File: src/rtl/q_transpose_pkg.sv
// Shared types and default widths for the matrix transpose streamer.
package q_transpose_pkg;

   localparam int DEF_WORDLEN        = 16;
   localparam int DEF_FRACTION_WIDTH = 12;

   typedef enum logic [1:0] {
      FILL   = 2'd0,
      FULL   = 2'd1,
      STREAM = 2'd2
   } state_t;

   typedef enum logic {
      TRANSPOSE = 1'b0,
      PASS      = 1'b1
   } mode_t;

endpackage

File: src/rtl/q_transpose_stream_rc_counter.sv
// Row/column counter over an N x N grid; column is the fast index and
// both wrap at N-1. last flags the final cell (N-1, N-1).
module rc_counter #(
   parameter int N  = 3,
   parameter int CW = $clog2(N)
) (
   input  logic          CLK,
   input  logic          RST,
   input  logic          en,
   output logic [CW-1:0] row,
   output logic [CW-1:0] col,
   output logic          last
);

   localparam logic [CW-1:0] MAX_IDX = CW'(N - 1);

   always_ff @(posedge CLK) begin
      if (RST) begin
         row <= '0;
         col <= '0;
      end else if (en) begin
         if (col == MAX_IDX) begin
            col <= '0;
            row <= (row == MAX_IDX) ? '0 : row + 1'b1;
         end else begin
            col <= col + 1'b1;
         end
      end
   end

   assign last = (row == MAX_IDX) && (col == MAX_IDX);

endmodule

File: src/rtl/q_transpose_stream.sv
// Collects an N x N matrix in row-major order, LANES elements per beat, then
// streams it out one element per handshake, either transposed or as stored.
module q_transpose_stream
   import q_transpose_pkg::*;
#(
   parameter int WORDLEN        = DEF_WORDLEN,
   parameter int FRACTION_WIDTH = DEF_FRACTION_WIDTH,
   parameter int N              = 3,
   parameter int LANES          = 2
) (
   input  logic                     CLK,
   input  logic                     RST,
   input  logic                     in_valid,
   output logic                     in_ready,
   input  logic [LANES*WORDLEN-1:0] in_data,
   input  logic                     start,
   input  logic                     mode,
   output logic                     out_valid,
   input  logic                     out_ready,
   output logic [WORDLEN-1:0]       out_data,
   output logic                     out_last,
   output logic                     full,
   output logic                     busy,
   output logic                     err_start
);

   localparam int DEPTH = N * N;
   localparam int IDX_W = $clog2(DEPTH);
   localparam int CW    = $clog2(N);

   generate
      if (N < 2 || N > 8 || LANES < 1 || LANES > 4 || FRACTION_WIDTH > WORDLEN) begin : g_param_check
         $error("q_transpose_stream: parameter out of range");
      end
   endgenerate

   state_t               state;
   mode_t                mode_q;
   logic [IDX_W-1:0]     wr_idx;
   logic [IDX_W:0]       wr_end;
   logic [IDX_W-1:0]     rd_idx;
   logic [CW-1:0]        row;
   logic [CW-1:0]        col;
   logic                 at_last;
   logic                 accept;
   logic                 take;
   logic [WORDLEN-1:0]   mem [DEPTH];

   assign accept = in_valid && in_ready;
   assign take   = out_valid && out_ready;
   assign wr_end = {1'b0, wr_idx} + (IDX_W+1)'(LANES);

   rc_counter #(.N(N), .CW(CW)) u_rc_counter (
      .CLK  (CLK),
      .RST  (RST),
      .en   (take),
      .row  (row),
      .col  (col),
      .last (at_last)
   );

   // NOTE: state and flags use non-blocking assignments so every register
   // samples the pre-edge values, independent of statement order.
   always_ff @(posedge CLK) begin
      if (RST) begin
         state     <= FILL;
         mode_q    <= TRANSPOSE;
         wr_idx    <= '0;
         err_start <= 1'b0;
         in_ready  <= 1'b0;
         out_valid <= 1'b0;
         full      <= 1'b0;
         busy      <= 1'b0;
      end else begin
         case (state)
            FILL: begin
               if (start) err_start <= 1'b1;
               // A beat that reaches the end of the matrix completes the fill;
               // lanes past the end are dropped by the write port.
               if (accept && wr_end >= (IDX_W+1)'(DEPTH)) begin
                  state    <= FULL;
                  in_ready <= 1'b0;
                  full     <= 1'b1;
               end else begin
                  if (accept) wr_idx <= wr_idx + IDX_W'(LANES);
                  in_ready <= 1'b1;
               end
            end
            FULL: begin
               if (start) begin
                  mode_q    <= mode_t'(mode);
                  state     <= STREAM;
                  full      <= 1'b0;
                  out_valid <= 1'b1;
                  busy      <= 1'b1;
               end
            end
            STREAM: begin
               if (take && at_last) begin
                  state     <= FILL;
                  wr_idx    <= '0;
                  out_valid <= 1'b0;
                  busy      <= 1'b0;
                  in_ready  <= 1'b1;
               end
            end
            default: begin
               state     <= FILL;
               in_ready  <= 1'b0;
               out_valid <= 1'b0;
               full      <= 1'b0;
               busy      <= 1'b0;
            end
         endcase
      end
   end

   // NOTE: storage has no reset; every word is rewritten by a fill before
   // it can be streamed out.
   always_ff @(posedge CLK) begin
      if (accept && !RST) begin
         for (int k = 0; k < LANES; k++) begin
            if ({1'b0, wr_idx} + (IDX_W+1)'(k) < (IDX_W+1)'(DEPTH))
               mem[wr_idx + IDX_W'(k)] <= in_data[k*WORDLEN +: WORDLEN];
         end
      end
   end

   // NOTE: rd_idx is assigned on every path so no latch is inferred.
   always_comb begin
      rd_idx = '0;
      if (mode_q == PASS)
         rd_idx = IDX_W'(row) * IDX_W'(N) + IDX_W'(col);
      else
         rd_idx = IDX_W'(col) * IDX_W'(N) + IDX_W'(row);
   end

   assign out_data = out_valid ? mem[rd_idx] : '0;
   assign out_last = out_valid && at_last;

endmodule

File: config.mk
export PLATFORM = sky130hd
export DESIGN_NAME = q_transpose_stream
export DESIGN_NICKNAME = d
export VERILOG_FILES = /design/src/rtl/q_transpose_pkg.sv /design/src/rtl/q_transpose_stream_rc_counter.sv /design/src/rtl/q_transpose_stream.sv
export SDC_FILE = /design/constraint.sdc
export NUM_CORES = 1
export LEC_CHECK = 0
export ABC_AREA = 0
export CAP_MARGIN = 0
export CORE_AREA = 3 3 127 129
export DETAILED_ROUTE_END_ITERATION = 8
export DIE_AREA = 0 0 130 132
export PLACE_DENSITY = 0.82
export SLEW_MARGIN = 20
export SYNTH_ARGS = -nofsm -noshare
export SYNTH_HDL_FRONTEND = slang
export SYNTH_SLANG_ARGS = --single-unit
File: constraint.sdc
create_clock -name CLK -period 5.4 [get_ports CLK]
set_input_delay 1.35 -clock CLK [delete_from_list [all_inputs] [get_ports CLK]]
set_output_delay 1.35 -clock CLK [all_outputs]
set_load 0.01 [all_outputs]
# Yosys cells after proc, flatten, opt, wreduce, memory -nomap -nowiden
# Memory sizes are Yosys's and may differ from the RTL's.
# Cells that the tools add are included.
dict set report classes {
  mul 2
  magnitude_cmp 3
  muxes 27
  n_bitwise 3
  eq_ne 9
  n_addsub 8
  n_reduce_logical 18
}
# op count
set op_table {}
lappend op_table {{2-to-1 mux 16 bit} 1}
lappend op_table {{2-to-1 mux 4 bit} 4}
lappend op_table {{2-to-1 mux 1 bit} 12}
lappend op_table {{2-to-1 mux 2 bit} 5}
lappend op_table {{!= test 2 bit, second input constant} 5}
lappend op_table {{case mux 1 bit (3 select lines)} 3}
lappend op_table {{AND reduction 3 bit} 3}
lappend op_table {{adder 4 x 2 -> 4 bit} 2}
lappend op_table {{multiplier 2 x 2 -> 4 bit, second input constant} 2}
lappend op_table {{case mux 4 bit (2 select lines)} 1}
lappend op_table {{AND reduction 2 bit} 4}
lappend op_table {{logical AND 1 bit} 7}
lappend op_table {{equality test 2 bit, second input constant} 3}
lappend op_table {{case mux 2 bit (3 select lines)} 1}
lappend op_table {{adder 4 x 1 -> 5 bit, second input constant} 1}
lappend op_table {{adder 4 x 2 -> 5 bit, second input constant} 1}
lappend op_table {{greater-or-equal comparator 5 x 4 -> 1 bit, second input constant} 1}
lappend op_table {{less-than comparator 5 x 4 -> 1 bit, second input constant} 1}
lappend op_table {{adder 2 x 1 -> 2 bit, second input constant} 2}
lappend op_table {{adder 4 x 1 -> 4 bit, second input constant} 1}
lappend op_table {{adder 4 x 2 -> 4 bit, second input constant} 1}
lappend op_table {{less-than comparator 4 bit, second input constant} 1}
lappend op_table {{AND reduction 4 bit} 1}
lappend op_table {{inverter 1 bit} 3}
lappend op_table {{other kinds (4)} 4}
dict set report word_totals {
  output_inout_bits 22
  input_bits 38
  ramBits 144
  wordCells 80
  reg_bits 15
  memories 1
}
# name words word_bits rd rd_ports_with_merged_regs write_ports line_no
set memory_table {}
lappend memory_table {mem 9 16 1 0 2 q_transpose_stream.sv:47} ;# logic [WORDLEN-1:0] mem [DEPTH];

# Depth between registers and ports, before layout
dict set report logic_depth {
  ltp_word 5
  mapped_depth 9
  mapped_depth_nobuf 8
}

# Cells and area by module
# A second synthesis with hierarchy kept.
dict set report hier_totals {
  hier_cells 683
  area_unflattened_um2 7546.0
}
# mod seq_area_each_um2 area_per_inst_um2 n_inst cells_per_inst
set by_module_without_submodules {}
lappend by_module_without_submodules {q_transpose_stream 4524.3 7352.1 1 665}
lappend by_module_without_submodules {rc_counter 80.1 193.9 1 18}

# Worst setup path after synthesis
# Ideal clock, no wire load.
dict set report synth_path {
  path_type {flip-flop to output port}
  startpoint {register u_rc_counter.row[1]}
  endpoint {output out_data[15]}
  arrival_ns 2.611
  setup_slack_ns 1.439
  t_required_ns 4.050
  path_buffers 1
  path_stages_with_launch 10
  cell_sequence {dfxtp_1 -> fa_1 -> ha_1 -> inv_1 -> fa_1 -> or2_1 -> clkbuf_1 -> o22ai_1 -> a2111o_1 -> a31oi_1}
}
dict set report synth_via {
  elab_chain_cells 5
  word_cells_on_any_way 6
  classes_between {add/sub (2); mul (1); mux (2); memory (1)}
}
# item line_no
set synth_lines {}
lappend synth_lines {{from (decl)} q_transpose_stream_rc_counter.sv:10} ;# output logic [CW-1:0] row,
lappend synth_lines {{from (signal assigned)} q_transpose_stream_rc_counter.sv:24} ;# row <= (row == MAX_IDX) ? '0 : row + 1'b1;
lappend synth_lines {{multiplier 2 x 2 -> 4 bit} q_transpose_stream.sv:133} ;# rd_idx = IDX_W'(row) * IDX_W'(N) + IDX_W'(col);
lappend synth_lines {{adder 4 x 2 -> 4 bit} q_transpose_stream.sv:133}
lappend synth_lines {{2-to-1 mux 4 bit *} q_transpose_stream.sv:132} ;# if (mode_q == PASS)
lappend synth_lines {{memory read (9 x 16 bit) *} -}
lappend synth_lines {{2-to-1 mux 16 bit *} q_transpose_stream.sv:138} ;# assign out_data = out_valid ? mem[rd_idx] : '0;
lappend synth_lines {{to (decl)} q_transpose_stream.sv:20} ;# output logic [WORDLEN-1:0] out_data,
# Every way passes the cells marked *; elsewhere a longest branch is shown, timed or not.

# Final worst setup path
dict set report layout_path {
  startpoint {register u_rc_counter.row[1]}
  endpoint {output out_data[0]}
}
# The elaborated chain is that of the path after synthesis.

==> out/results.txt <==
status -> finished clean
CP startpoint kind -> flop
DIE AREA -> 17200 um2
Worst Path Required -> 4.05 ns
Crit path largest cell delay -> 0.60 ns
Rows -> 45
Post-Syn Area per Cell -> 12.0 um2
Final nets -> 715
total track usage -> 22.6%
area delta synth->final -> 11.1%
Critical-path top delay cell -> clkdlybuf4s50_1
Synth cell types -> 56
CORE AREA -> 15100 um2
asr flop ratio synth -> 0%
die width -> 130 um
Gate power share -> 4.3%
Post-synth EDFFs -> 144
Pint -> 2.03 mW
Mapped Area -> 8270 um2
most repeated library cell on the critical path -> fa_1
Slew @ Worst Pin -> 1.04 ns
period utilization -> 97.8%
commonest non-fill, non-tap cell in the layout -> edfxtp_1
Peak VDD IR -> 0.000250 V
Iter 0 DRT Violations -> 627
post-CTS sizing -> 0
min-delay worst type -> flop to flop
drt first pass iters -> 5
initial core utilization -> 54.6%
Setup CP Type -> flop to output port
Ports -> 60
part of the power in registers -> 53.0%
detailed-route via count -> 5344
vias in the first global route -> 5419
Cell Chain, Critical Path -> fa_1 -> ha_1 -> inv_1 -> fa_1 -> nand2_2 -> nand3_2 -> o22a_1 -> a31oi_1 -> clkdlybuf4s50_1
ant diodes -> 0
CTS sink cnt -> 158
Net Count, Synth -> 744
# hold bufs at CTS -> 0
dpl ws -> 0.539 ns
final hold violation count -> 0
Die Ht -> 132 um
Max Freq -> 189 MHz
H-Tree Level Count -> 4
Setup Viol. Count Final -> 0
clock skew -> 0.00624 ns
Psw -> 525 uW
final slew viol count -> 0
clock buffer depth -> 2
first-pass GRT wire length -> 29300 um
Mapped Cells -> 690
HPWL Detailed -> 11500 um
RD Place Congestion -> 0.823
final hold slack -> 0.476 ns
most frequent cells in the layout -> 144 x edfxtp_1, 60 x mux2_2, 59 x clkdlybuf4s50_1, 46 x nand2_1, 35 x a21oi_1
Critical Path End Type -> output port
Switching Share -> 20.5%
Post-CTS Setup Repair Bufs -> 0
ANT nets after route -> 0
vias per cell -> 6.20
Worst-Skew Late Latency -> 0.43 ns
CTS tree -> done
ys flop type -> edfxtp_1
clock share of power -> 42.7%
share of post-route cells with drive strength above 1 -> 17.2%
warnings from Yosys -> 0
CTS Root Cell -> clkbuf_16
fin crit period -> 5.28 ns
setup_tns -> 0 ns
Power per Cell Area -> 278 nW/um2
drt wl/cell -> 21.8 um
crit path max fanout -> 11
total global routing overflow -> 0
sequential share of the synthesized area -> 55.7%
largest net degree at the start of global routing -> 51
Pleak -> 2.96 nW
final wirelength -> 18800 um
IO buf count -> 59
DRC -> 0
unrepaired setup endpoints after global routing -> false
Seq cells post-synth -> 158
Worst Setup Slack, final -> 0.119 ns
Num CTS Buffers -> 17
clk slew on worst S/H paths -> 0.06 ns
initial antenna violation count -> 0
Slew Limit Headroom -> 30.3%
Arrival @ worst endpoint -> 3.93 ns
max-cap viol count -> 0
## power by group through the flow
stage               Combinational [mW]  Sequential (mW)  Clock, mW
floorplan                       0.0671             1.38          0
global placement                 0.104             1.38          0
detailed placement               0.108             1.38          0
CTS                              0.110             1.36       1.10
global route                     0.119             1.36       1.16
finish                           0.111             1.36       1.09
## Yosys cell counts, types with 9 or more instances
master	instances	share of area, %
buf_2	12	0.73
inv_1	18	0.82
edfxtp_1	144	52
mux2_2	60	8.2
dfxtp_1	14	3.4
o22a_1	9	0.95
ha_1	12	1.8
nand2b_1	21	1.6
nor2b_1	21	1.6
nor2_1	10	0.45
nand2_1	47	2.1
a31oi_1	19	1.4
mux2i_1	29	3.5
clkbuf_1	88	4.0
a21oi_1	35	2.1
nand3_1	12	0.73
o21ai_0	21	1.3
and2_1	9	0.68
## worst max-delay path: cells and delay by family, from the launching register on
family	cells	cell delay (ns)
AOI/OAI and AO/OA	2	0.64
and+or+nand+nor	2	0.60
DFF	1	0.46
adders and majority gates	3	1.13
buffers and inverters	2	0.67
## state kept, by name (all words and copies together), names as in the netlist
signal	flops
wr_idx	3
full	1
u_rc_counter.col	2
mode_q	1
busy	1
state	2
err_start	1
u_rc_counter.row	2
mem	144
in_ready	1
## cell families after synthesis
kind of cell	after synthesis	share of synthesized area (%)
AND/OR/NAND/NOR	140	9.36
flip-flops	158	55.7
buffers and inverters	133	7.09
adder cells (fa/ha/maj)	16	2.78
AO/OA/AOI/OAI	148	12.6
multiplexers	95	12.5
## layer usage
| metal | vias to the layer above | track usage [%] | part of all wire, % |
|---|---|---|---|
| li1 | 2444 | - | - |
| met1 | 2623 | 29.6 | 41 |
| met2 | 237 | 36.0 | 50 |
| met3 | 40 | 5.43 | 6.6 |
| met4 | 0 | 9.30 | 2.8 |
| met5 | - | 0 | 0 |
## through the flow
| stage | util [%] | total power, mW | instances | instance area [um2] |
|---|---|---|---|---|
| after detailed placement | 57.0 | 1.49 | 830 | 8640 |
| final | 60.7 | 2.56 | 862 | 9190 |
| after floorplan | - | 1.45 | 690 | 8270 |
| after global routing | 60.7 | 2.63 | 862 | 9190 |
| after global placement | 57.0 | 1.48 | 830 | 8640 |
| after CTS | 60.6 | 2.57 | 862 | 9170 |
## worst paths after layout
path	startpoint	end	slack (ns)	depth (start not counted)
setup / recovery	u_rc_counter.row[1]$_SDFFE_PP0P_	out_data[0]	0.12	9
hold / removal	err_start$_SDFFE_PP0P_	err_start$_SDFFE_PP0P_	0.48	2
setup reg to reg	in_ready$_SDFFE_PP0P_	mem[0][12]$_DFFE_PP_	3.02	4
hold reg to reg	err_start$_SDFFE_PP0P_	err_start$_SDFFE_PP0P_	0.48	2
## layout make-up
class	instances	area (um2)
clock buffers	20	437
clock inverters	12	96.3
fillers	1122	5960
inverters	19	71.3
multi-input cells	399	3100
flip-flops and latches	158	4600
well taps	188	235
repair buffers	66	643
(Power assumes the default switching activity.)
